`src/rtl/pixel_line_rx.sv`:
```
// Receive-side framer for the rotated pixel stream: geometry check, FWFT FIFO,
// and re-emission with counter-derived sof/eol/eof markers.
module pixel_line_rx #(
  parameter int LINE_LEN   = 256,
  parameter int NUM_LINES  = 256,
  parameter int DATA_W     = 24,
  parameter int FIFO_DEPTH = 16
) (
  input  logic              clk,
  input  logic              rst,
  input  logic              in_valid,
  input  logic [DATA_W-1:0] in_data,
  input  logic              in_eol,
  input  logic              in_eof,
  output logic              out_valid,
  input  logic              out_ready,
  output logic [DATA_W-1:0] out_data,
  output logic              out_sof,
  output logic              out_eol,
  output logic              out_eof,
  output logic              overflow,
  output logic              frame_err,
  output logic              frame_done,
  output logic [7:0]        line_cnt
);
  localparam int AW = $clog2(FIFO_DEPTH);
  localparam logic [1:0] IDLE  = 2'd0;
  localparam logic [1:0] RECV  = 2'd1;
  localparam logic [1:0] DRAIN = 2'd2;
  localparam logic [1:0] DONE  = 2'd3;
  localparam logic [7:0] COL_LAST = 8'(LINE_LEN - 1);
  localparam logic [7:0] ROW_LAST = 8'(NUM_LINES - 1);
  localparam logic [AW:0] CNT_FULL = (AW+1)'(FIFO_DEPTH);

  typedef struct packed {
    logic [DATA_W-1:0] data;
    logic              sof;
    logic              eol;
    logic              eof;
  } entry_t;

  entry_t        mem [FIFO_DEPTH];
  entry_t        head;
  logic [AW-1:0] wr_ptr, rd_ptr;
  logic [AW:0]   count, count_next;
  logic [1:0]    state;
  logic [7:0]    col, row, col_cur, row_cur;
  logic          beat_rx, eol_gen, eof_gen, mismatch, full, push, pop, first;

  // The first beat of a frame is treated as (0,0) regardless of stale counters.
  assign first    = (state == IDLE);
  assign col_cur  = first ? 8'd0 : col;
  assign row_cur  = first ? 8'd0 : row;
  assign eol_gen  = (col_cur == COL_LAST);
  assign eof_gen  = eol_gen && (row_cur == ROW_LAST);
  assign mismatch = (in_eol != eol_gen) || (in_eof != eof_gen);

  assign beat_rx    = in_valid && (state == IDLE || state == RECV);
  assign full       = (count == CNT_FULL);
  assign push       = beat_rx && !full;
  assign out_valid  = (count != '0);
  assign pop        = out_valid && out_ready;
  assign count_next = count + {{AW{1'b0}}, push} - {{AW{1'b0}}, pop};

  always_ff @(posedge clk or posedge rst) begin
    if (rst) begin
      state     <= IDLE;
      col       <= '0;
      row       <= '0;
      line_cnt  <= '0;
      overflow  <= 1'b0;
      frame_err <= 1'b0;
      count     <= '0;
      wr_ptr    <= '0;
      rd_ptr    <= '0;
    end else begin
      count <= count_next;
      if (push) wr_ptr <= wr_ptr + 1'b1;
      if (pop)  rd_ptr <= rd_ptr + 1'b1;

      // Dropped beats still advance the counters so geometry stays aligned.
      if (beat_rx) begin
        overflow  <= (!first && overflow) || full;
        frame_err <= (!first && frame_err) || mismatch;
        if (eol_gen) begin
          col      <= '0;
          row      <= row_cur + 8'd1;
          line_cnt <= (first ? 8'd0 : line_cnt) + 8'd1;
        end else begin
          col <= col_cur + 8'd1;
          row <= row_cur;
          if (first) line_cnt <= '0;
        end
      end else if (in_valid && state == DRAIN) begin
        frame_err <= 1'b1;
      end

      case (state)
        IDLE, RECV: if (beat_rx) state <= eof_gen ? DRAIN : RECV;
        DRAIN:      if (count_next == '0) state <= DONE;
        default:    state <= IDLE;
      endcase
    end
  end

  always_ff @(posedge clk) begin
    if (push) mem[wr_ptr] <= '{data: in_data, sof: first, eol: eol_gen, eof: eof_gen};
  end

  assign head       = mem[rd_ptr];
  assign out_data   = out_valid ? head.data : '0;
  assign out_sof    = out_valid && head.sof;
  assign out_eol    = out_valid && head.eol;
  assign out_eof    = out_valid && head.eof;
  assign frame_done = (state == DONE);
endmodule

```
`config.mk`:
```
export PLATFORM = sky130hd
export DESIGN_NAME = pixel_line_rx
export DESIGN_NICKNAME = d
export VERILOG_FILES = /design/src/rtl/pixel_line_rx.sv
export SDC_FILE = /design/constraint.sdc
export NUM_CORES = 1
export LEC_CHECK = 0
export CAP_MARGIN = 20
export CORE_AREA = 8 8 216 218
export CTS_CLUSTER_DIAMETER = 60
export CTS_CLUSTER_SIZE = 8
export DETAILED_ROUTE_END_ITERATION = 12
export DIE_AREA = 0 0 224 226
export PLACE_DENSITY = 0.71
export SYNTH_ARGS = -nofsm -noshare
export SYNTH_HDL_FRONTEND = slang
export SYNTH_SLANG_ARGS = --single-unit
```
`constraint.sdc`:
```
create_clock -name clk -period 7.04 [get_ports clk]
set_input_delay 0.704 -clock clk [delete_from_list [all_inputs] [get_ports clk]]
set_output_delay 0.704 -clock clk [all_outputs]
set_load 0.05 [all_outputs]
```
==> results of run 1 <==
[critical path: cells and delay by family (launching register included)]
| family | cells | cell delay (ns) |
|---|---|---|
| compound gates | 1 | 0.17 |
| flops | 1 | 0.94 |
| mux | 2 | 0.76 |
| buf+inv | 2 | 1.52 |
[per-layer routing]
layer	GRT usage (%)	part of all wire (%)
met1	21.2	42
met3	3.49	6.9
met4	5.71	2.9
met5	0	0
met2	25.2	48
[state kept, by name, indices dropped and copies added, names as in the netlist]
signal	flops
mem	432
count	5
state	2
rd_ptr	4
overflow	1
col	8
row	8
frame_err	1
line_cnt	8
wr_ptr	4
[layout by cell type, fill, tap and decap left out, types with 13 or more instances in the layout]
| master | Yosys | layout |
|---|---|---|
| o22ai_1 | 29 | 29 |
| edfxtp_1 | 432 | 432 |
| mux2i_1 | 56 | 56 |
| clkdlybuf4s50_1 | 0 | 68 |
| nand2_1 | 40 | 40 |
| dfrtp_1 | 41 | 38 |
| ha_1 | 14 | 14 |
| mux4_2 | 108 | 108 |
| buf_4 | 0 | 23 |
| inv_1 | 14 | 13 |
| xnor2_1 | 13 | 13 |
| clkbuf_16 | 0 | 71 |
[power groups by stage]
stage	clock network (mW)	registers, mW	logic, mW
after detailed placement	0	3.73	3.01
final	2.95	3.62	3.05
after global routing	3.11	3.65	3.24
after CTS	3.00	3.69	3.02
after global placement	0	3.72	2.98
after floorplan	0	3.52	2.26
[metrics by stage]
stage	power (mW)	setup WS, ns	hold slack (ns)	cells
6_report	9.61	2.37	0.494	1642
5_1_grt	10.0	2.07	0.519	1642
4_1_cts	9.71	2.23	0.487	1641
3_5_place_dp	6.74	2.86	0.475	1549
2_1_floorplan	5.79	3.39	0.452	911
3_3_place_gp	6.70	2.85	0.470	1548
[cell families after synthesis]
kind of cell | Yosys count | synth area share (%)
muxes | 165 | 16.1
AOI/OAI and AO/OA | 62 | 2.22
and+or+nand+nor | 111 | 3.06
DFF | 473 | 74.9
buffers and inverters | 60 | 1.49
xor gates and xnor gates | 25 | 1.17
adders and majority gates | 15 | 1.04
[layout make-up]
class | count | share of cell area, %
Sequential cell | 473 | 63.2
Multi-Input combinational cell | 378 | 20.4
Clock buffer | 83 | 8.22
Timing Repair Buffer | 92 | 3.98
Tap cell | 592 | 3.34
Clock inverter | 9 | 0.525
Inverter | 15 | 0.265
[worst min path at each step]
stage | startpoint | end | slack, ns | depth (start not counted)
2_1_floorplan | col[1]$_DFFE_PP0P_ | col[1]$_DFFE_PP0P_ | 0.45 | 2
3_3_place_gp | col[0]$_DFFE_PP0P_ | col[0]$_DFFE_PP0P_ | 0.47 | 2
3_5_place_dp | col[1]$_DFFE_PP0P_ | col[1]$_DFFE_PP0P_ | 0.48 | 2
4_1_cts | col[1]$_DFFE_PP0P_ | col[1]$_DFFE_PP0P_ | 0.49 | 2
5_1_grt | overflow$_DFFE_PP0P_ | overflow$_DFFE_PP0P_ | 0.52 | 1
6_report | col[1]$_DFFE_PP0P_ | col[1]$_DFFE_PP0P_ | 0.49 | 2
==> flow_metrics.py, run 1 <==
metrics = {
    "clock_network": {
        "clock-sinks": 473,
        "cts_tree": "yes",
        "clkTransAtPathRegs_ns": 0.05,
        "cts_setup_buffers": 0,
        "cts_max_path_buffers": 3,
        "clk-insertion-delay-late_ns": 0.57,
        "cts-hold-fix-buffers": 0,
        "numCtsBuffers": 70,
        "cts-root-buf": "clkbuf_16",
        "htreeDepth": 3,
        "ctsResizeCount": 0,
    },
    "logic_synthesis": {
        "yosys-top-cells-count": "edfxtp_1, mux4_2, mux2i_1",
        "ys_top_cells_by_area": "edfxtp_1, mux4_2, dfrtp_1",
        "synth_top_area_share_pct": 69.4,
        "async_flop_share_pct": 8.67,
        "ys_seq_area_share_pct": 74.9,
        "synth_area_um2": 18700,
        "yosysMostFrequentCell": "edfxtp_1",
        "yosysWarnings": 0,
        "synth.largest_area_cell": "edfxtp_1",
        "synth_seq_cells": 473,
        "synthesis.nets": 956,
        "syn_inst": 911,
        "syn-mean-instance-area_um2": 20.5,
        "synth-main-ff-cell": "edfxtp_1",
        "synth-edff-count": 432,
        "ys_types": 55,
    },
    "setup_path": {
        "cp_slowest_cell": "dfrtp_4",
        "reg2reg_from": "count[3]$_DFF_PP0_",
        "reg2reg_depth": 12,
        "arrival_ns": 3.96,
        "rrSetupSlack_ns": 3.71,
        "crit_path_start_kind": "flip-flop",
        "endpoint": "out_data[12]",
        "worst_setup_path_end_kind": "output port",
        "critPathMaxStageDelay_ns": 0.94,
        "path_max_fanout": 39,
        "critical_path_class": "flip-flop to output port",
        "r2r_end": "state[0]$_DFFE_PP0P_",
        "crit_path_start": "rd_ptr[0]$_DFFE_PP0P_",
        "crit_required_ns": 6.34,
        "crit_chain": "buf_4 -> mux4_2 -> mux2i_1 -> o22ai_1 -> clkdlybuf4s50_1",
    },
    "power_and_ir_drop": {
        "vdd_drop_max_v": 0.000223,
        "p_int_mw": 6.47,
        "combPwrFrac_pct": 31.7,
        "p_seq_share_pct": 37.6,
        "p_sw_share_pct": 32.7,
        "power.leakage_nw": 7.31,
        "pwr-share-clk_pct": 30.7,
        "power_density_nw_per_um2": 434,
        "p_sw_mw": 3.14,
    },
    "layout": {
        "area_delta_synth_final_pct": 18.6,
        "num-nets-final": 1075,
        "final_area_um2": 22200,
        "fillCellCount": 3380,
        "num_antenna_cells": 0,
        "utilization_pct": 51.0,
        "multi_input_area_um2": 4530,
        "register_area_um2": 14000,
        "drive_gt1_share_pct": 23.2,
    },
    "global_routing": {
        "grt_pass1_wl_um": 59900,
        "antenna_found_initial": 0,
        "grt_pass1_vias": 9705,
        "grt_overflow": 0,
        "grt_usage_pct": 15.8,
        "grt_max_degree": 75,
    },
    "sta": {
        "setup_violations": 0,
        "tightest_slew_ns": 0.983,
        "rsz0062_at_grt": "no",
        "finalCritPeriodShare_pct": 66.3,
        "fin_crit_ns": 4.67,
        "hold_viol": 0,
        "drv_slew": 0,
        "tns_ns": 0,
        "slew_headroom_pct": 34.5,
        "finClkSkew_ns": 0.0250,
        "timing.fmax_ghz": 0.214,
    },
    "drt": {
        "initialDrtViolationCount": 871,
        "vias_per_cell": 5.58,
        "wl_um": 39400,
        "drc": 0,
        "detail-route-antenna-nets": 0,
        "drt_first_pass_iters": 7,
        "vias": 9169,
        "wl_per_cell_um": 24.0,
    },
    "floorplan": {
        "die_y_um": 226,
        "fp.coreArea_um2": 43500,
        "die-width_um": 224,
        "ioPinCount": 69,
        "initial_utilization_pct": 43.0,
        "num_rows": 77,
        "die-area_um2": 50600,
    },
    "placement": {
        "gp_congestion": 0.731,
        "dpl_cell_area_um2": 20200,
        "port_buffers": 68,
        "hpwl_um": 20600,
    },
    "job": {
        "cap_viol_max_count": 0,
    },
    "hold_path": {
        "hp-class": "flip-flop to flip-flop",
    },
    "status": {
        "status": "finished, final reports clean",
    },
}
(Power assumes the default switching activity.)
==> inputs of run 2 (changes only) <==
- clock period: 7.04 -> 4.6 ns (I/O delays scaled with it)
==> run 2 against run 1 <==
Against the previous run:
- worst hold slack got worse by 0.15 ns
- first-iteration DRC count increased by 3.2%
- clock skew about the same
- largest cell class unchanged
- clock-buffer cell count decreased by 1
- global-route usage about the same
- final cell count increased by 0.43%
- worst setup slack got worse by 1.7 ns
- sequential share of layout area decreased by 0.37 points
- flip-flop and latch count unchanged
- final area increased by 0.59%
- total power increased by 55%
- register-to-register slack got worse by 2.4 ns
==> flow_metrics.py, run 2 (synthesis results as in run 1) <==
metrics = {
    "status": {
        "status": "finished, final reports clean",
    },
    "global_routing": {
        "grt_max_degree": 42,
        "antenna_found_initial": 0,
        "grt_overflow": 0,
        "grt_pass1_vias": 9819,
        "grt_usage_pct": 15.8,
        "grt_pass1_wl_um": 60300,
    },
    "layout": {
        "utilization_pct": 51.3,
        "area_delta_synth_final_pct": 19.3,
        "final_cell_mix": "edfxtp_1, mux4_2, clkbuf_16",
        "num_antenna_cells": 0,
        "final_common_cell": "edfxtp_1",
        "final_area_um2": 22300,
        "num-nets-final": 1083,
        "regMostFlops": "mem",
        "largest_register_ffs": 432,
        "drive_gt1_share_pct": 24.0,
    },
    "clock_network": {
        "clkTransAtPathRegs_ns": 0.05,
        "clock-sinks": 473,
        "cts_max_path_buffers": 3,
        "numCtsBuffers": 70,
        "clk-insertion-delay-late_ns": 0.58,
        "cts_setup_buffers": 0,
        "cts_tree": "yes",
        "ctsResizeCount": 0,
        "cts-hold-fix-buffers": 0,
        "cts-root-buf": "clkbuf_16",
        "htreeDepth": 3,
    },
    "floorplan": {
        "die_y_um": 226,
        "initial_utilization_pct": 43.0,
        "die-width_um": 224,
        "ioPinCount": 69,
        "die-area_um2": 50600,
        "num_rows": 77,
        "fp.coreArea_um2": 43500,
    },
    "setup_path": {
        "arrival_ns": 3.49,
        "crit_required_ns": 4.14,
        "path_max_fanout": 19,
        "rrSetupSlack_ns": 1.32,
        "worst_setup_path_end_kind": "output port",
        "crit_path_start_kind": "flip-flop",
        "critical_path_class": "flip-flop to output port",
    },
    "drt": {
        "vias_per_cell": 5.57,
        "detail-route-antenna-nets": 0,
        "vias": 9182,
        "drc": 0,
        "drt_first_pass_iters": 5,
        "wl_um": 39400,
        "wl_per_cell_um": 23.9,
        "initialDrtViolationCount": 899,
    },
    "placement": {
        "dpl_cell_area_um2": 20300,
        "hpwl_um": 22100,
        "port_buffers": 68,
        "gp_congestion": 0.771,
    },
    "power_and_ir_drop": {
        "power_density_nw_per_um2": 669,
        "power.leakage_nw": 7.38,
        "vdd_drop_max_v": 0.000378,
        "fin_total_pwr_mw": 14.9,
    },
    "job": {
        "cap_viol_max_count": 0,
    },
    "sta": {
        "tightest_slew_ns": 0.684,
        "finClkSkew_ns": 0.0246,
        "finalCritPeriodShare_pct": 85.9,
        "timing.fmax_ghz": 0.253,
        "drv_slew": 0,
        "tns_ns": 0,
        "slew_headroom_pct": 54.4,
        "rsz0062_at_grt": "no",
        "hold_viol": 0,
        "fin_crit_ns": 3.95,
        "setup_violations": 0,
    },
    "hold_path": {
        "hp-class": "primary input to asynchronous set/reset pin",
    },
}
[run 2: power breakdown]
| part | leakage (nW) | switching, mW | internal, mW |
|---|---|---|---|
| combinational | 2.01 | 2.77 | 1.99 |
| sequential | 4.41 | 0.362 | 5.20 |
| clock | 0.962 | 1.74 | 2.86 |
[run 2: final timing paths]
| check | cells after the start | startpoint | end |
|---|---|---|---|
| min | 3 | rst | line_cnt[3]$_DFFE_PP0P_ |
| max in group asynchronous | 3 | rst | rd_ptr[3]$_DFFE_PP0P_ |
| max reg2reg | 12 | count[2]$_DFF_PP0_ | state[0]$_DFFE_PP0P_ |
| min in group clk | 2 | col[1]$_DFFE_PP0P_ | col[1]$_DFFE_PP0P_ |
| max | 7 | count[2]$_DFF_PP0_ | out_data[22] |
| min reg2reg | 2 | col[1]$_DFFE_PP0P_ | col[1]$_DFFE_PP0P_ |
[run 2: critical path, stage by stage (launching register included)]
cell	delay, ns
dfrtp_1	0.39
inv_1	0.08
ha_1	0.15
or4b_4	0.49
nand2b_2	0.52
buf_4	0.34
o22ai_1	0.11
clkdlybuf4s50_1	0.81
[run 2: cell type report]
cell class,count,area (um^2)
timing repair buffer,100,971
multi-input combinational,378,4530
tap,592,741
sequential,473,14000
inverter,15,58.8
clock buffer,82,1840
clock inverter,9,139
fill,3349,21200
[run 2: stage by stage]
step	cells	setup WS, ns	hold WS (ns)
after CTS	1649	0.629	0.354
after detailed placement	1558	0.970	0.490
after global routing	1649	0.502	0.385
after global placement	1558	1.06	0.480
after floorplan	911	1.02	0.452
final	1649	0.646	0.340
[run 2: per-layer routing]
layer / GRT usage, % / up-vias / routed length (um)
met5: 0 / - / 0
met1: 21.2 / 4810 / 16700
met2: 25.1 / 329 / 19200
li1: - / 3975 / -
met4: 5.06 / 0 / 845
met3: 3.95 / 68 / 2660
==> inputs of run 3 (changes only) <==
- CAP_MARGIN: 20 -> default
==> results of run 3 <==
Final layout, timing and power as in run 2 (identical DEF).
